[src/rtl/l0_loader.sv]
// ---------------------------------------------------------------------------
// l0_loader
// Streams num_vec consecutive row*bw-bit words from the activation SRAM into
// the L0 buffer. One SRAM read is issued per cycle while L0 is ready; the L0
// write strobe is raised in the same cycle as the read, because L0 registers
// wr internally and so consumes sram_dout one cycle later, when it is valid.
//
// Ports
//   clk, reset        clock, synchronous active-high reset
//   start             one-cycle load request (accepted in IDLE only)
//   base_addr         first SRAM address, latched on accepted start
//   num_vec           number of words to move, latched on accepted start
//   l0_ready          L0 can accept a write this cycle
//   sram_dout         SRAM read data (valid one cycle after a read)
//   sram_cen          SRAM chip enable, active-low
//   sram_wen          SRAM write enable, active-low (always high: read only)
//   sram_addr         SRAM address
//   l0_wr             L0 write strobe
//   l0_in             L0 write data (straight from sram_dout)
//   busy              load in progress (LOAD, DRAIN)
//   done              one-cycle completion pulse
//
// The issue-side outputs are combinational from state and l0_ready: the
// issue decision has to see l0_ready in the same cycle, with no lookahead.
// ---------------------------------------------------------------------------
module l0_loader #(
   parameter int unsigned row = 8,
   parameter int unsigned bw  = 4,
   parameter int unsigned aw  = 11,
   parameter int unsigned lw  = 11
) (
   input  logic              clk,
   input  logic              reset,
   input  logic              start,
   input  logic [aw-1:0]     base_addr,
   input  logic [lw-1:0]     num_vec,
   input  logic              l0_ready,
   input  logic [row*bw-1:0] sram_dout,
   output logic              sram_cen,
   output logic              sram_wen,
   output logic [aw-1:0]     sram_addr,
   output logic              l0_wr,
   output logic [row*bw-1:0] l0_in,
   output logic              busy,
   output logic              done
);

   typedef enum logic [1:0] {
      IDLE  = 2'd0,
      LOAD  = 2'd1,
      DRAIN = 2'd2,
      DONE  = 2'd3
   } state_e;

   state_e        state_q, state_d;
   logic [aw-1:0] base_q,  base_d;
   logic [lw-1:0] num_q,   num_d;
   logic [lw-1:0] cnt_q,   cnt_d;
   logic          issue_c;

   // State and latched-request registers
   always_ff @(posedge clk) begin
      if (reset) begin
         state_q <= IDLE;
         base_q  <= '0;
         num_q   <= '0;
         cnt_q   <= '0;
      end else begin
         state_q <= state_d;
         base_q  <= base_d;
         num_q   <= num_d;
         cnt_q   <= cnt_d;
      end
   end

   // Next-state and issue decision
   always_comb begin
      state_d = state_q;
      base_d  = base_q;
      num_d   = num_q;
      cnt_d   = cnt_q;
      issue_c = 1'b0;

      unique case (state_q)
         IDLE: begin
            if (start && !reset) begin
               base_d  = base_addr;
               num_d   = num_vec;
               cnt_d   = '0;
               state_d = (num_vec != '0) ? LOAD : DONE;
            end
         end
         LOAD: begin
            // Leave one edge after the count is reached; the last issue's
            // data lands in the cycle spent here with cnt_q == num_q.
            if (cnt_q == num_q) begin
               state_d = DRAIN;
            end else if (l0_ready && (cnt_q < num_q) && !reset) begin
               issue_c = 1'b1;
               cnt_d   = cnt_q + lw'(1);
            end
         end
         DRAIN: state_d = DONE;
         DONE:  state_d = IDLE;
         default: state_d = IDLE;
      endcase
   end

   // Outputs; reset forces the idle values even before the reset edge
   assign sram_cen  = ~issue_c;
   assign sram_wen  = 1'b1;
   assign sram_addr = reset ? '0 : aw'(base_q + aw'(cnt_q));
   assign l0_wr     = issue_c;
   assign l0_in     = sram_dout;
   assign busy      = !reset && ((state_q == LOAD) || (state_q == DRAIN));
   assign done      = !reset && (state_q == DONE);

endmodule
[config.mk]
export PLATFORM = sky130hd
export DESIGN_NAME = l0_loader
export DESIGN_NICKNAME = d
export VERILOG_FILES = /design/src/rtl/l0_loader.sv
export SDC_FILE = /design/constraint.sdc
export NUM_CORES = 1
export LEC_CHECK = 0
export BUFFER_PORTS_ARGS = -buffer_cell sky130_fd_sc_hd__buf_2
export CAP_MARGIN = 20
export CORE_ASPECT_RATIO = 0.8
export CORE_UTILIZATION = 44
export CTS_CLUSTER_DIAMETER = 80
export CTS_CLUSTER_SIZE = 25
export DETAILED_ROUTE_END_ITERATION = 12
export GPL_ROUTABILITY_DRIVEN = 0
export GPL_TIMING_DRIVEN = 1
export PLACE_DENSITY = 0.77
export SYNTH_ARGS = -nofsm -noshare
export SYNTH_HDL_FRONTEND = slang
export SYNTH_SLANG_ARGS = --single-unit
[constraint.sdc]
create_clock -name clk -period 2.7 [get_ports clk]
set_clock_uncertainty 0.2 [all_clocks]
set_input_delay 0.54 -clock clk [delete_from_list [all_inputs] [get_ports clk]]
set_output_delay 0.54 -clock clk [all_outputs]
set_load 0.02 [all_outputs]
Word level (Yosys, flattened, before mapping)
Cells that the tools add are included.
- $add $sub $neg: 2
- multiply operators: 0
- div/mod/pow operators: 0
- $lt $le $gt $ge: 1
- equality and inequality tests: 8
- shift-type cells: 0
- mux-type cells: 12
- bitwise logic cells: 1
- reductions and logical operators: 13
- operator list (cell ; count):
    $mux 11 ; 4
    $pmux 11 s2 ; 1
    $add 11x1->11 const B ; 1
    $add 11x11->11 ; 1
    $eq 11x11->1 ; 1
    $lt 11x11->1 ; 1
    $reduce_bool 11->1 ; 1
    $ne 2x2->1 const B ; 4
    $pmux 2 s4 ; 1
    $mux 2 ; 3
    $logic_and 1x1->1 ; 5
    $eq 2x2->1 const B ; 2
    $reduce_and 2->1 ; 2
    $reduce_and 4->1 ; 1
    $mux 1 ; 3
    $eq 2x1->1 const B ; 1
    $logic_not 2->1 ; 1
    $reduce_bool 2->1 ; 1
    $logic_not 1->1 ; 1
    $logic_or 1x1->1 ; 1
    $not 1->1 ; 1
- register bits after elaboration: 35
- latch bits: 0
- bits in writable memories: 0
- bits in read-only memories: 0
- output and inout bits: 48
- word-level logic and storage cells: 41
- memories kept: 0

Logic depth before layout (Yosys ltp)
- word-level depth: 7
- depth in mapped cells: 10
- gate-level depth less buffers: 9

Worst setup path before layout
OpenSTA, ideal clock, no wires.
- path type: reg-to-output
- start point: reg cnt_q[0]
- end point: out l0_wr
- arrival: 2.249 ns
- required time: 1.960 ns
- path slack: -0.289 ns
- cell stages (with the launch flop): 9
- path buffers: 0
- cells stage by stage: dfxtp_1 inv_1 ha_1 nand2b_4 a211o_1 a211oi_2 nor2_1 or4_1 inv_1
- longest elaborated chain between the ends: 6
- elaborated cells on any way between the ends: 7
- classes of those cells: order compare (1); eq/ne (1); mux (3); reduce/logical (2)
- ends and longest elaborated chain (what ; line ; text):
    start: declaration ; 58 ; logic [lw-1:0] cnt_q, cnt_d;
    start signal: assignment ; 72 ; cnt_q <= cnt_d;
    $lt 11x11->1 ; 98 ; end else if (l0_ready && (cnt_q < num_q) && !reset) begin
    $logic_and 1x1->1 (2 in a row) ; 98 ;
    $mux 1 ; 98 ;
    $mux 1 (*) ; 96 ; if (cnt_q == num_q) begin
    $mux 1 (*) ; 84 ; unique case (state_q)
    end: declaration ; 42 ; output logic l0_wr,
Mark *: on every way between the ends. The rest lies on a longest branch, timed or not.

Worst setup path after layout
- start point: reg cnt_q[0]
- end point: out sram_addr[10]
- longest elaborated chain between the ends: 2
- ends and longest elaborated chain (what ; line ; text):
    $add 11x11->11 ; 112 ; assign sram_addr = reset ? '0 : aw'(base_q + aw'(cnt_q));
    $mux 11 ; 112 ;
    end: declaration ; 41 ; output logic [aw-1:0] sram_addr,
No other way between the ends.

==> reports/results.ini <==
[global_route]
grt_usage_pct = 21.11
grt_pass1_vias = 2184
grt_max_degree = 31
grt_pass1_wl_mm = 9.908
grt.overflow.total = 0
antenna_found_initial = 0

[timing]
final_hold_viol_count = 0
drv_slew = 0
timing.final.ws_setup_ps = -466.1
rsz0062_at_grt = true
fin_crit_sh_pct = 117.3
fin_setup_tns_ps = -1901
fmax_mhz = 315.8
layout_min_cycle_time_ps = 3166
setup_viol = 8

[yosys]
seq_area_frac_synth_pct = 27.67
synth_top_area_cell = dfxtp_1
synth-xor-area-share_pct = 2.421
synth_top_family_by_area = simple AND/OR/NAND/NOR gates
synth.area.top_cells = dfxtp_1 28%, ha_1 13%, buf_4 9.8%, nand2_1 6.2%, o31ai_1 5.3%
ys_types = 41
synthArstFlopShare_pct = 0
syn-instance-count = 320
ys_ff_latch = 35
synth-edff-count = 0
yosysMostFrequentCell = nand2_1
synth_top_area_share_pct = 27.67
synth_fa_ha_area_share_pct = 13.64
synth_ff_type = dfxtp_1
netlist_area_mm2 = 0.002532
yosys_warnings = 0
synth.area.mux_share_pct = 0
synthSimpleGateAreaFrac_pct = 23.91
synth_area_per_cell_um2 = 7.914
synth.net_count = 405
synth-compound-area-share_pct = 17.09
yosys-top-cells-count = 42 x nand2_1, 35 x dfxtp_1, 33 x buf_4, 26 x ha_1, 23 x inv_1

[setup_path]
timing.rr.start = cnt_q[0]$_SDFFE_PP0P_
end_kind = output port
reg2reg_depth = 10
critical_path_class = reg2out
r2r-end = cnt_q[5]$_SDFFE_PP0P_
worstPathMaxFanout = 3
r2r_setup_slack_ps = 110
cp.arrival_ps = 2430
startpoint_type = flop
required_ps = 1960

[drt]
drt_iter0_drc = 94
drtPass1Iterations = 4
ant_nets = 0
wl_per_cell_um = 14.21
vias_per_cell = 5.399
vias = 2327
drcViolationCount = 0
drt_wl_total_mm = 6.124

[clocking]
cts_hold_buf = 0
clkTransAtPathRegs_ps = 70
clock_latency_ps = 300
clock-sinks = 35
cts_made_buffers = 5
clockBufferDepth = 2
cts_tree = done
root_buffer = clkbuf_8
cts.htree.levels = 2

[placement]
place_ws_ps = -241.6
port_buffers = 40
place_hpwl_mm = 4.252
dp.cells = 415

[layout]
antenna_cells = 0
utilization_pct = 55.56
n_fill_cell = 510
nets = 437
instances_no_fill = 431
drive_above_1_share_pct = 31.73
syn_to_final_growth_pct = 20.55

[floorplanning]
die-area_mm2 = 0.006065
die_width_um = 86.82
core_mm2 = 0.005495
die_y_um = 69.86
rows = 24
io_pins = 106
start_util_pct = 46.08

[min_path]
holdPathStages = 3
min-delay-start = base_addr[9]
whs_endpoint = base_q[9]$_SDFFE_PP0P_
hp-class = in2reg

[power_and_ir_drop]
irDropWorstVdd_mv = 0.2978
cellPowerDensity_mw_per_mm2 = 636.9
power.leakage_nw = 1.317

[run_status]
status = complete, but fails checks
violations = negative setup slack

[flow_run]
maxCapViolCount = 0

## registers in the layout, summed over array words and instances, names as in the netlist
name / flops
base_q: 11
cnt_q: 11
num_q: 11
state_q: 2
## area by class of cell
type / instances / area (um^2) / share of cell area, %
Clock inverter: 2 / 12.51 / 0.4098
Multi-Input combinational cell: 220 / 1614 / 52.87
Tap cell: 78 / 97.59 / 3.197
Sequential cell: 35 / 710.7 / 23.28
Inverter: 23 / 91.34 / 2.992
Clock buffer: 6 / 72.57 / 2.377
Timing Repair Buffer: 67 / 454.2 / 14.88
## cell usage in the layout (no fill, tap or decap), types with 3 or more instances in the layout
| cell type | n |
|---|---|
| xnor2_1 | 6 |
| o21ai_2 | 5 |
| inv_1 | 20 |
| clkbuf_8 | 5 |
| a21oi_1 | 11 |
| nand2_1 | 42 |
| nand3b_1 | 11 |
| nor2b_1 | 5 |
| ha_4 | 3 |
| o21ai_0 | 10 |
| a21oi_2 | 3 |
| nand3_1 | 9 |
| dfxtp_2 | 8 |
| or4_1 | 5 |
| a211oi_2 | 3 |
| ha_1 | 23 |
| dfxtp_1 | 27 |
| nand4_1 | 3 |
| nand2b_1 | 8 |
| o31ai_1 | 18 |
| buf_6 | 5 |
| or3_1 | 3 |
| nor2_1 | 19 |
| buf_2 | 32 |
| buf_4 | 29 |
## report_power, final
| part | leakage (nW) | internal [mW] | switching [mW] |
|---|---|---|---|
| clock network | 0.0412 | 0.180 | 0.207 |
| registers | 0.289 | 0.602 | 0.0506 |
| logic | 0.987 | 0.371 | 0.534 |
| total | 1.32 | 1.15 | 0.792 |
## routing by layer
layer  GRT usage [%]  up-vias  share of wire (%)
met2           34.82       68                 49
met4           10.37        0                2.3
met5               0        -                  0
li1                -     1154                  -
met1           25.18     1092                 43
met3           5.674       13                6.0
## kinds of logic after synthesis
logic type	after synthesis
AOI/OAI and AO/OA	65
xor gates and xnor gates	7
adders and majority gates	27
buffers and inverters	67
DFF	35
other	1
and+or+nand+nor	118
## per-stage QoR
stage	power, mW	instance area, um^2	hold slack, ps
after floorplan	1.265	2577	252.9
after global routing	2.073	3053	226.2
after CTS	1.858	2989	213.1
final	1.944	3053	213.7
after detailed placement	1.417	2751	268.3
after global placement	1.391	2751	268.9
## how the worst max path moves through the flow
stage                           start       endpoint  slack, ps  cells past startpoint
2_1_floorplan   cnt_q[0]$_SDFFE_PP0P_  sram_addr[10]        -20                      9
3_3_place_gp   base_q[0]$_SDFFE_PP0P_  sram_addr[10]       -200                     10
3_5_place_dp   base_q[0]$_SDFFE_PP0P_  sram_addr[10]       -240                     10
4_1_cts         cnt_q[0]$_SDFFE_PP0P_  sram_addr[10]       -460                     10
5_1_grt         cnt_q[0]$_SDFFE_PP0P_  sram_addr[10]       -580                     10
6_report        cnt_q[0]$_SDFFE_PP0P_  sram_addr[10]       -470                     10
## what timing repair did
item | 4_1_cts | 5_1_grt
gates cloned | 0 | 2
gates resized for setup | 31 | 13
setup endpoints to repair | 9 | 18
pin swaps | 10 | 14
buffers inserted | 7 | 3
## worst max-delay path: stages (launching register included)
cell and delay (ps):
dfxtp_2 340, ha_4 160, inv_2 50, fa_2 210, nor2b_2 50, o31a_1 270
o41ai_2 250, a21oi_1 140, or3_4 390, a21oi_4 150, buf_6 120
(Power assumes the default switching activity.)
